`config.mk`:
```
export PLATFORM = sky130hd
export DESIGN_NAME = bus_arbiter_16
export DESIGN_NICKNAME = d
export VERILOG_FILES = /design/src/rtl/bus_arbiter_16_pkg.sv /design/src/rtl/bus_arbiter_16_rr_pick16.sv /design/src/rtl/bus_arbiter_16.sv
export SDC_FILE = /design/constraint.sdc
export NUM_CORES = 1
export LEC_CHECK = 0
export ABC_AREA = 1
export CAP_MARGIN = 40
export CORE_UTILIZATION = 56
export CTS_CLUSTER_DIAMETER = 60
export DETAILED_ROUTE_END_ITERATION = 6
export MAX_ROUTING_LAYER = met4
export PLACE_DENSITY = 0.81
export SLEW_MARGIN = 20
export SYNTH_ARGS = -nofsm -noshare
export SYNTH_HDL_FRONTEND = slang
export SYNTH_SLANG_ARGS = --single-unit
```
`constraint.sdc`:
```
create_clock -name clk -period 4.15 [get_ports clk]
set_clock_uncertainty 0.1 [all_clocks]
set_input_delay 0.6225 -clock clk [delete_from_list [all_inputs] [get_ports clk]]
set_output_delay 0.6225 -clock clk [all_outputs]
set_load 0.01 [all_outputs]
```
`src/rtl/bus_arbiter_16_pkg.sv`:
```
// Shared definitions for the 16-way round-robin bus arbiter.
package bus_arbiter_16_pkg;

    localparam int N_REQ = 16;
    localparam int SEL_W = 4;

    typedef enum logic {
        ST_IDLE  = 1'b0,
        ST_GRANT = 1'b1
    } state_t;

    // One-hot grant vector for a given owner index.
    function automatic logic [N_REQ-1:0] onehot16(input logic [SEL_W-1:0] idx);
        return N_REQ'(1) << idx;
    endfunction

endpackage

```
`src/rtl/bus_arbiter_16_rr_pick16.sv`:
```
// Combinational round-robin picker: finds the first set request bit
// searching upward from ptr, wrapping from 15 back to 0.
module rr_pick16
    import bus_arbiter_16_pkg::*;
(
    input  logic [N_REQ-1:0] req,
    input  logic [SEL_W-1:0] ptr,
    output logic             any,
    output logic [SEL_W-1:0] win
);

    logic [N_REQ-1:0] rotated;
    logic [SEL_W-1:0] offset;

    // Rotate so ptr lands at bit 0, take the lowest set bit, then undo the rotation.
    always_comb begin
        rotated = N_REQ'({req, req} >> ptr);
        offset  = '0;
        for (int i = N_REQ - 1; i >= 0; i--) begin
            if (rotated[i]) begin
                offset = SEL_W'(i);
            end
        end
        any = |req;
        win = offset + ptr;
    end

endmodule

```
`src/rtl/bus_arbiter_16.sv`:
```
// Round-robin arbiter for the shared 16-way operand/result bus.
// All outputs are registered; a tenure ends when the owner drops its
// request or after MAX_HOLD accepted beats, and one idle cycle always
// separates consecutive tenures.
module bus_arbiter_16
    import bus_arbiter_16_pkg::*;
#(
    parameter int MAX_HOLD = 8,
    parameter int CNT_W    = 8
) (
    input  logic             clk,
    input  logic             rst,
    input  logic [N_REQ-1:0] req,
    input  logic             ack,
    output logic [SEL_W-1:0] sel,
    output logic [N_REQ-1:0] grant,
    output logic             valid,
    output logic             busy
);

    localparam logic [CNT_W-1:0] LAST_BEAT = CNT_W'(MAX_HOLD - 1);

    state_t           state;
    state_t           state_nx;
    logic [SEL_W-1:0] ptr;
    logic [SEL_W-1:0] ptr_nx;
    logic [SEL_W-1:0] sel_nx;
    logic [N_REQ-1:0] grant_nx;
    logic             valid_nx;
    logic [CNT_W-1:0] hold_cnt;
    logic [CNT_W-1:0] hold_cnt_nx;
    logic             rel;
    logic             pick_any;
    logic [SEL_W-1:0] pick_win;

    rr_pick16 u_pick (
        .req (req),
        .ptr (ptr),
        .any (pick_any),
        .win (pick_win)
    );

    // Next-state logic: arbitrate from IDLE, count beats and decide release in GRANT.
    always_comb begin
        state_nx    = state;
        ptr_nx      = ptr;
        sel_nx      = sel;
        grant_nx    = grant;
        valid_nx    = valid;
        hold_cnt_nx = hold_cnt;
        rel         = 1'b0;
        case (state)
            ST_IDLE: begin
                if (pick_any) begin
                    state_nx    = ST_GRANT;
                    sel_nx      = pick_win;
                    grant_nx    = onehot16(pick_win);
                    valid_nx    = 1'b1;
                    hold_cnt_nx = '0;
                end
            end
            ST_GRANT: begin
                rel = !req[sel] || (ack && (hold_cnt == LAST_BEAT));
                if (rel) begin
                    state_nx    = ST_IDLE;
                    grant_nx    = '0;
                    valid_nx    = 1'b0;
                    hold_cnt_nx = '0;
                    ptr_nx      = sel + SEL_W'(1);
                end else if (ack) begin
                    hold_cnt_nx = hold_cnt + CNT_W'(1);
                end
            end
            default: begin
                state_nx    = ST_IDLE;
                grant_nx    = '0;
                valid_nx    = 1'b0;
                hold_cnt_nx = '0;
            end
        endcase
    end

    // State, pointer, counter and output registers; reset clears everything at once.
    always_ff @(posedge clk or posedge rst) begin
        if (rst) begin
            state    <= ST_IDLE;
            ptr      <= '0;
            sel      <= '0;
            grant    <= '0;
            valid    <= 1'b0;
            busy     <= 1'b0;
            hold_cnt <= '0;
        end else begin
            state    <= state_nx;
            ptr      <= ptr_nx;
            sel      <= sel_nx;
            grant    <= grant_nx;
            valid    <= valid_nx;
            busy     <= valid_nx;
            hold_cnt <= hold_cnt_nx;
        end
    end

endmodule

```
[Word-level counts from Yosys, hierarchy flattened]
Index checks and enable logic that the tools add are counted.
Storage, ports and cells
  flip-flop bits (word level): 34
  output and inout bits: 22
  logic and storage cells: 56
Operators by class
  add/subtract/negate cells: 3
  magnitude comparators: 1
  equality and inequality tests: 4
  shift operators: 2
  mux-type cells: 31
  bitwise logic cells: 1
  reductions and logical operators: 8
Operator list (count)
  $mux W4: 16
  $mux W16: 2
  $pmux W16 S2: 1
  $shr A32 B4 Y16: 1
  $mux W8: 3
  $pmux W8 S2: 1
  $reduce_or A16 Y1: 1
  $shl A1 B4 Y16 const A: 1
  $add A8 B1 Y8 const B: 1
  $eq A8 B3 Y1 const B: 1
  $reduce_and A2 Y1: 4
  $lt A4 B5 Y1 const B: 1
  $mux W1: 5
  $add A4 B1 Y4 const B: 1
  $add A4 B4 Y4: 1
  $bmux W1 S4: 1
  $pmux W1 S2: 2
  $ne A3 B2 Y1 const B: 1
  $ne A2 B1 Y1 const B: 1
  $ne A2 B2 Y1 const B: 1
  $logic_and A1 B1 Y1: 1
  $logic_not A1 Y1: 1
  $logic_or A1 B1 Y1: 1
  $not A1 Y1: 1

[Longest topological paths before layout]
  depth in word-level cells: 21
  gate-level depth with buffers: 32
  gate-level depth less buffers: 31

[By module]
A second synthesis with hierarchy kept.
Unflattened totals
  cells, all modules: 471
  area, all modules: 3190.6 um2
By module, submodules not included
  bus_arbiter_16: times used 1, cells each 247, area each 1943.1 um2, sequential area each 850.8 um2
  rr_pick16: times used 1, cells each 224, area each 1247.4 um2, sequential area each 0.0 um2

[Worst setup path after synthesis]
OpenSTA, ideal clock, no wires.
  path type: input to register
  start point: input port req[1]
  end point: register grant[0]
  library setup time: 65 ps
  arrival time: 3035 ps
  data required time: 3985 ps
  setup slack: 950 ps
  stages on the path: 28
  path buffers: 0
  cells stage by stage: nand2_1 -> nand3_1 -> nand2_1 -> inv_1 -> nand2_1 -> nand2_1 -> inv_2 -> nand2_1 -> o21ai_1 -> nand2_1 -> nand2_1 -> nand2_1 -> nand2_1 -> nand2_1 -> nand2_1 -> nand2_1 -> nand2_1 -> nand2_1 -> nand2_1 -> nand2_1 -> a21oi_1 -> ha_1 -> inv_1 -> fa_1 -> xor2_1 -> nand2_1 -> nor2_1 -> a22o_1
On the way
  longest elaborated chain between the ends: 21
  elaborated cells between the ends (all ways): 29
RTL lines
  from (decl): line bus_arbiter_16.sv:13  | input logic [N_REQ-1:0] req,
  $shr A32 B4 Y16: line bus_arbiter_16_rr_pick16.sv:17  | rotated = N_REQ'({req, req} >> ptr);
  $mux W4 (16 in a row): line bus_arbiter_16_rr_pick16.sv:20  | if (rotated[i]) begin
  $add A4 B4 Y4: line bus_arbiter_16_rr_pick16.sv:25  | win = offset + ptr;
  $shl A1 B4 Y16: line bus_arbiter_16_pkg.sv:14  | return N_REQ'(1) << idx;
  $mux W16: line bus_arbiter_16.sv:54  | if (pick_any) begin
  $pmux W16 S2: line bus_arbiter_16.sv:52  | case (state)
  to (signal assigned): line bus_arbiter_16.sv:97  | grant <= grant_nx;
  to (decl): line bus_arbiter_16.sv:16  | output logic [N_REQ-1:0] grant,
Parallel ways exist; a longest one is shown, timed or not. The select of a mux whose other input is x is not followed.
A chain may end at the register's enable or synchronous reset.

[Worst setup path in the final report]
  start point: input port req[1]
  end point: register grant[5]
The elaborated chain is that of the path after synthesis.

==> flow_metrics.env <==
export IMPL_syn_nets=447
export IMPL_finalSetupViolations=0
export IMPL_nets=484
export IMPL_htree_levels=2
export IMPL_multiInputGateArea_um2=1817
export IMPL_area_delta_synth_final_pct=17.60
export IMPL_portBuffers=40
export IMPL_synthDistinctLibCells=42
export IMPL_tightest_slew_ns=0.6159
export IMPL_vias=2939
export IMPL_core_area_um2=5107
export IMPL_worstReg2RegStart="ptr[0]$_DFFE_PP0P_"
export IMPL_syn_area_um2=2957
export IMPL_routabilityCongestion=0.9142
export IMPL_drt_initial_drc_count=199
export IMPL_grt_pass1_vias=2672
export IMPL_ys_seq_elements=34
export IMPL_timing_fmax_mhz=262.3
export IMPL_viasPerCell=5.545
export IMPL_hp_class="flip-flop to flip-flop"
export IMPL_report_final_slew_viol_count=0
export IMPL_clockBufferDepth=2
export IMPL_io_pins=41
export IMPL_fp_dieH_um=74.66
export IMPL_crit_path_start_kind="primary input"
export IMPL_reg2reg_slack_ns=0.51
export IMPL_hold_end="hold_cnt[2]$_DFFE_PP0P_"
export IMPL_slowest_delay_ns=0.50
export IMPL_grt_pass1_wl_um=12190
export IMPL_rows=26
export IMPL_first_pass_iters=5
export IMPL_die_area_um2=5574
export IMPL_cts_hold_buf=0
export IMPL_final_util=0.6808
export IMPL_status="finished, final reports clean"
export IMPL_regArea_um2=850.8
export IMPL_fin_crit_sh=0.9187
export IMPL_nFillCells=462
export IMPL_clk_pin_slew_ns=0.07
export IMPL_cts_root_buf="clkbuf_8"
export IMPL_post_cts_setup_buffers=0
export IMPL_ant_nets=0
export IMPL_fin_crit_ns=3.813
export IMPL_yosysSeqAreaShare=0.2878
export IMPL_grt_max_degree=35
export IMPL_total_leakage_power_nw=1.647
export IMPL_hp_start="hold_cnt[2]$_DFFE_PP0P_"
export IMPL_grt_usage=0.2930
export IMPL_reg2reg_to="grant[5]$_DFFE_PP0P_"
export IMPL_yosysWarnings=0
export IMPL_cap_violations=0
export IMPL_hold_depth=1
export IMPL_dp_hpwl_um=5569
export IMPL_cp_arrival_ns=3.94
export IMPL_path_max_fanout=4
export IMPL_r2r_cells=29
export IMPL_insertion_delay_ns=0.29
export IMPL_end_kind="flip-flop"
export IMPL_clkSinkCount=34
export IMPL_fin_tns_setup_ns=0
export IMPL_numCtsBuffers=5
export IMPL_drcViolationCount=0
export IMPL_antenna_found_initial=0
export IMPL_cts_tree="built"
export IMPL_slowest_stage="clkdlybuf4s50_1"
export IMPL_overflow=0
export IMPL_die_w_um=74.66
export IMPL_cts_resized_gates=0
export IMPL_netlist_instances=422
export IMPL_finalHoldViolCount=0
export IMPL_crit_required_ns=4.28
export IMPL_slew_headroom=0.5890
export IMPL_finalHoldWorstSlack_ns=0.3822
export IMPL_routedWlPerCell_um=13.68
export IMPL_crit_type="primary input to flip-flop"
export IMPL_antennaDiodeCount=0
export IMPL_crit_top_cell="nand2_1"
export IMPL_wirelength_um=7253
export IMPL_powerDensity_nw_per_um2=913.4
export IMPL_ir_worst_vdd_v=0.0004785
export IMPL_syn_area_per_cell_um2=7.006
export IMPL_drive_gt1_frac=0.1500
export IMPL_rsz0062_at_grt="no"
export IMPL_initial_core_util=0.5789
==> through the flow <==
step	instances	power [mW]	instance area [µm²]	worst slack, ns
finish	530	3.176	3477	0.3373
global route	530	3.507	3477	0.02770
detailed placement	522	2.868	3367	0.1000
floorplan	422	2.378	2957	0.9498
CTS	530	3.182	3477	0.3949
global placement	522	2.821	3367	0.1263
==> synth_stat cells (all sizes together) <==
cell type    n  share of area
nand2      137           0.20
nand3       78           0.16
inv         37          0.051
dfrtp       34           0.29
o21ai       34          0.064
nor2        27          0.040
buf         16          0.044
a21oi        9          0.019
a22o         9          0.027
nor3         8          0.014
ha           5          0.021
nor4         4         0.0085
xor2         4          0.012
nand4        3         0.0063
o21a         3         0.0080
a31oi        2         0.0042
clkbuf       2         0.0025
o211ai       2         0.0051
or2          2         0.0051
and2         1         0.0021
fa           1         0.0068
nor3b        1         0.0025
o221ai       1         0.0030
o22ai        1         0.0021
xnor2        1         0.0030
==> placed cells by master, fill, tap and decap left out, types with 2 or more instances in the layout <==
cell type	n
nand2_2	9
nor2_1	24
dfrtp_1	34
inv_2	8
o21ai_2	5
ha_1	5
xor2_1	4
o21ai_1	8
o21ai_0	21
o211ai_1	2
nand3_1	62
nor2_4	2
buf_4	8
clkbuf_8	5
nand2_1	121
a21oi_1	8
nor4_1	4
a31oi_1	2
inv_1	26
nor3_1	8
inv_4	2
clkdlybuf4s50_1	40
a22o_1	9
o21a_1	2
nand3_2	16
nand2_4	6
nand4_1	3
==> layout make-up <==
class / count / area share
clock inverter: 2 / 0.01080
timing repair buffer: 48 / 0.1324
tap: 70 / 0.02519
inverter: 37 / 0.04354
clock buffer: 6 / 0.02087
multi-input combinational: 333 / 0.5225
sequential: 34 / 0.2447
==> critical path: cells and delay by family <==
family	cells	cell delay (ns)
and+or+nand+nor	18	1.35
buffers and inverters	5	0.81
adders and majority gates	2	0.55
xor gates and xnor gates	1	0.16
AOI/OAI and AO/OA	3	0.45
==> sequential cells by signal, summed over array words and instances, names as in the netlist <==
name      cells
hold_cnt      8
state         1
busy          1
sel           4
ptr           4
grant        16
==> worst max-delay path by stage <==
stage                       start                    to  depth (start not counted)
after global placement     req[7]  grant[6]$_DFFE_PP0P_                         27
after detailed placement   req[1]  grant[5]$_DFFE_PP0P_                         29
after floorplan            req[1]  grant[0]$_DFFE_PP0P_                         28
final                      req[1]  grant[5]$_DFFE_PP0P_                         29
after CTS                  req[1]  grant[4]$_DFFE_PP0P_                         29
after global routing      req[14]  grant[6]$_DFFE_PP0P_                         26
==> power by group <==
| part | internal [mW] | total, mW | switching, mW |
|---|---|---|---|
| sequential | 0.435 | 0.552 | 0.117 |
| clock | 0.179 | 0.300 | 0.121 |
| combinational | 0.859 | 2.32 | 1.46 |
| total | 1.47 | 3.18 | 1.70 |
==> routing by layer <==
metal	part of all wire	wire length, µm	track usage	up-vias
li1	-	-	-	1481
met1	0.45	3291	0.3705	1349
met2	0.47	3401	0.4655	89
met3	0.047	339	0.04953	20
met4	0.030	219	0.1237	0
met5	0	0	-	-
==> kinds of logic (layout without fill, tap and decap cells) <==
logic type | after synthesis | count (layout) | synth area share
xor gates and xnor gates | 5 | 5 | 0.01481
DFF | 34 | 34 | 0.2878
AOI/OAI and AO/OA | 61 | 61 | 0.1320
buffers and inverters | 55 | 93 | 0.09775
adders and majority gates | 6 | 6 | 0.02793
and+or+nand+nor | 261 | 261 | 0.4397
(Power assumes the default switching activity.)
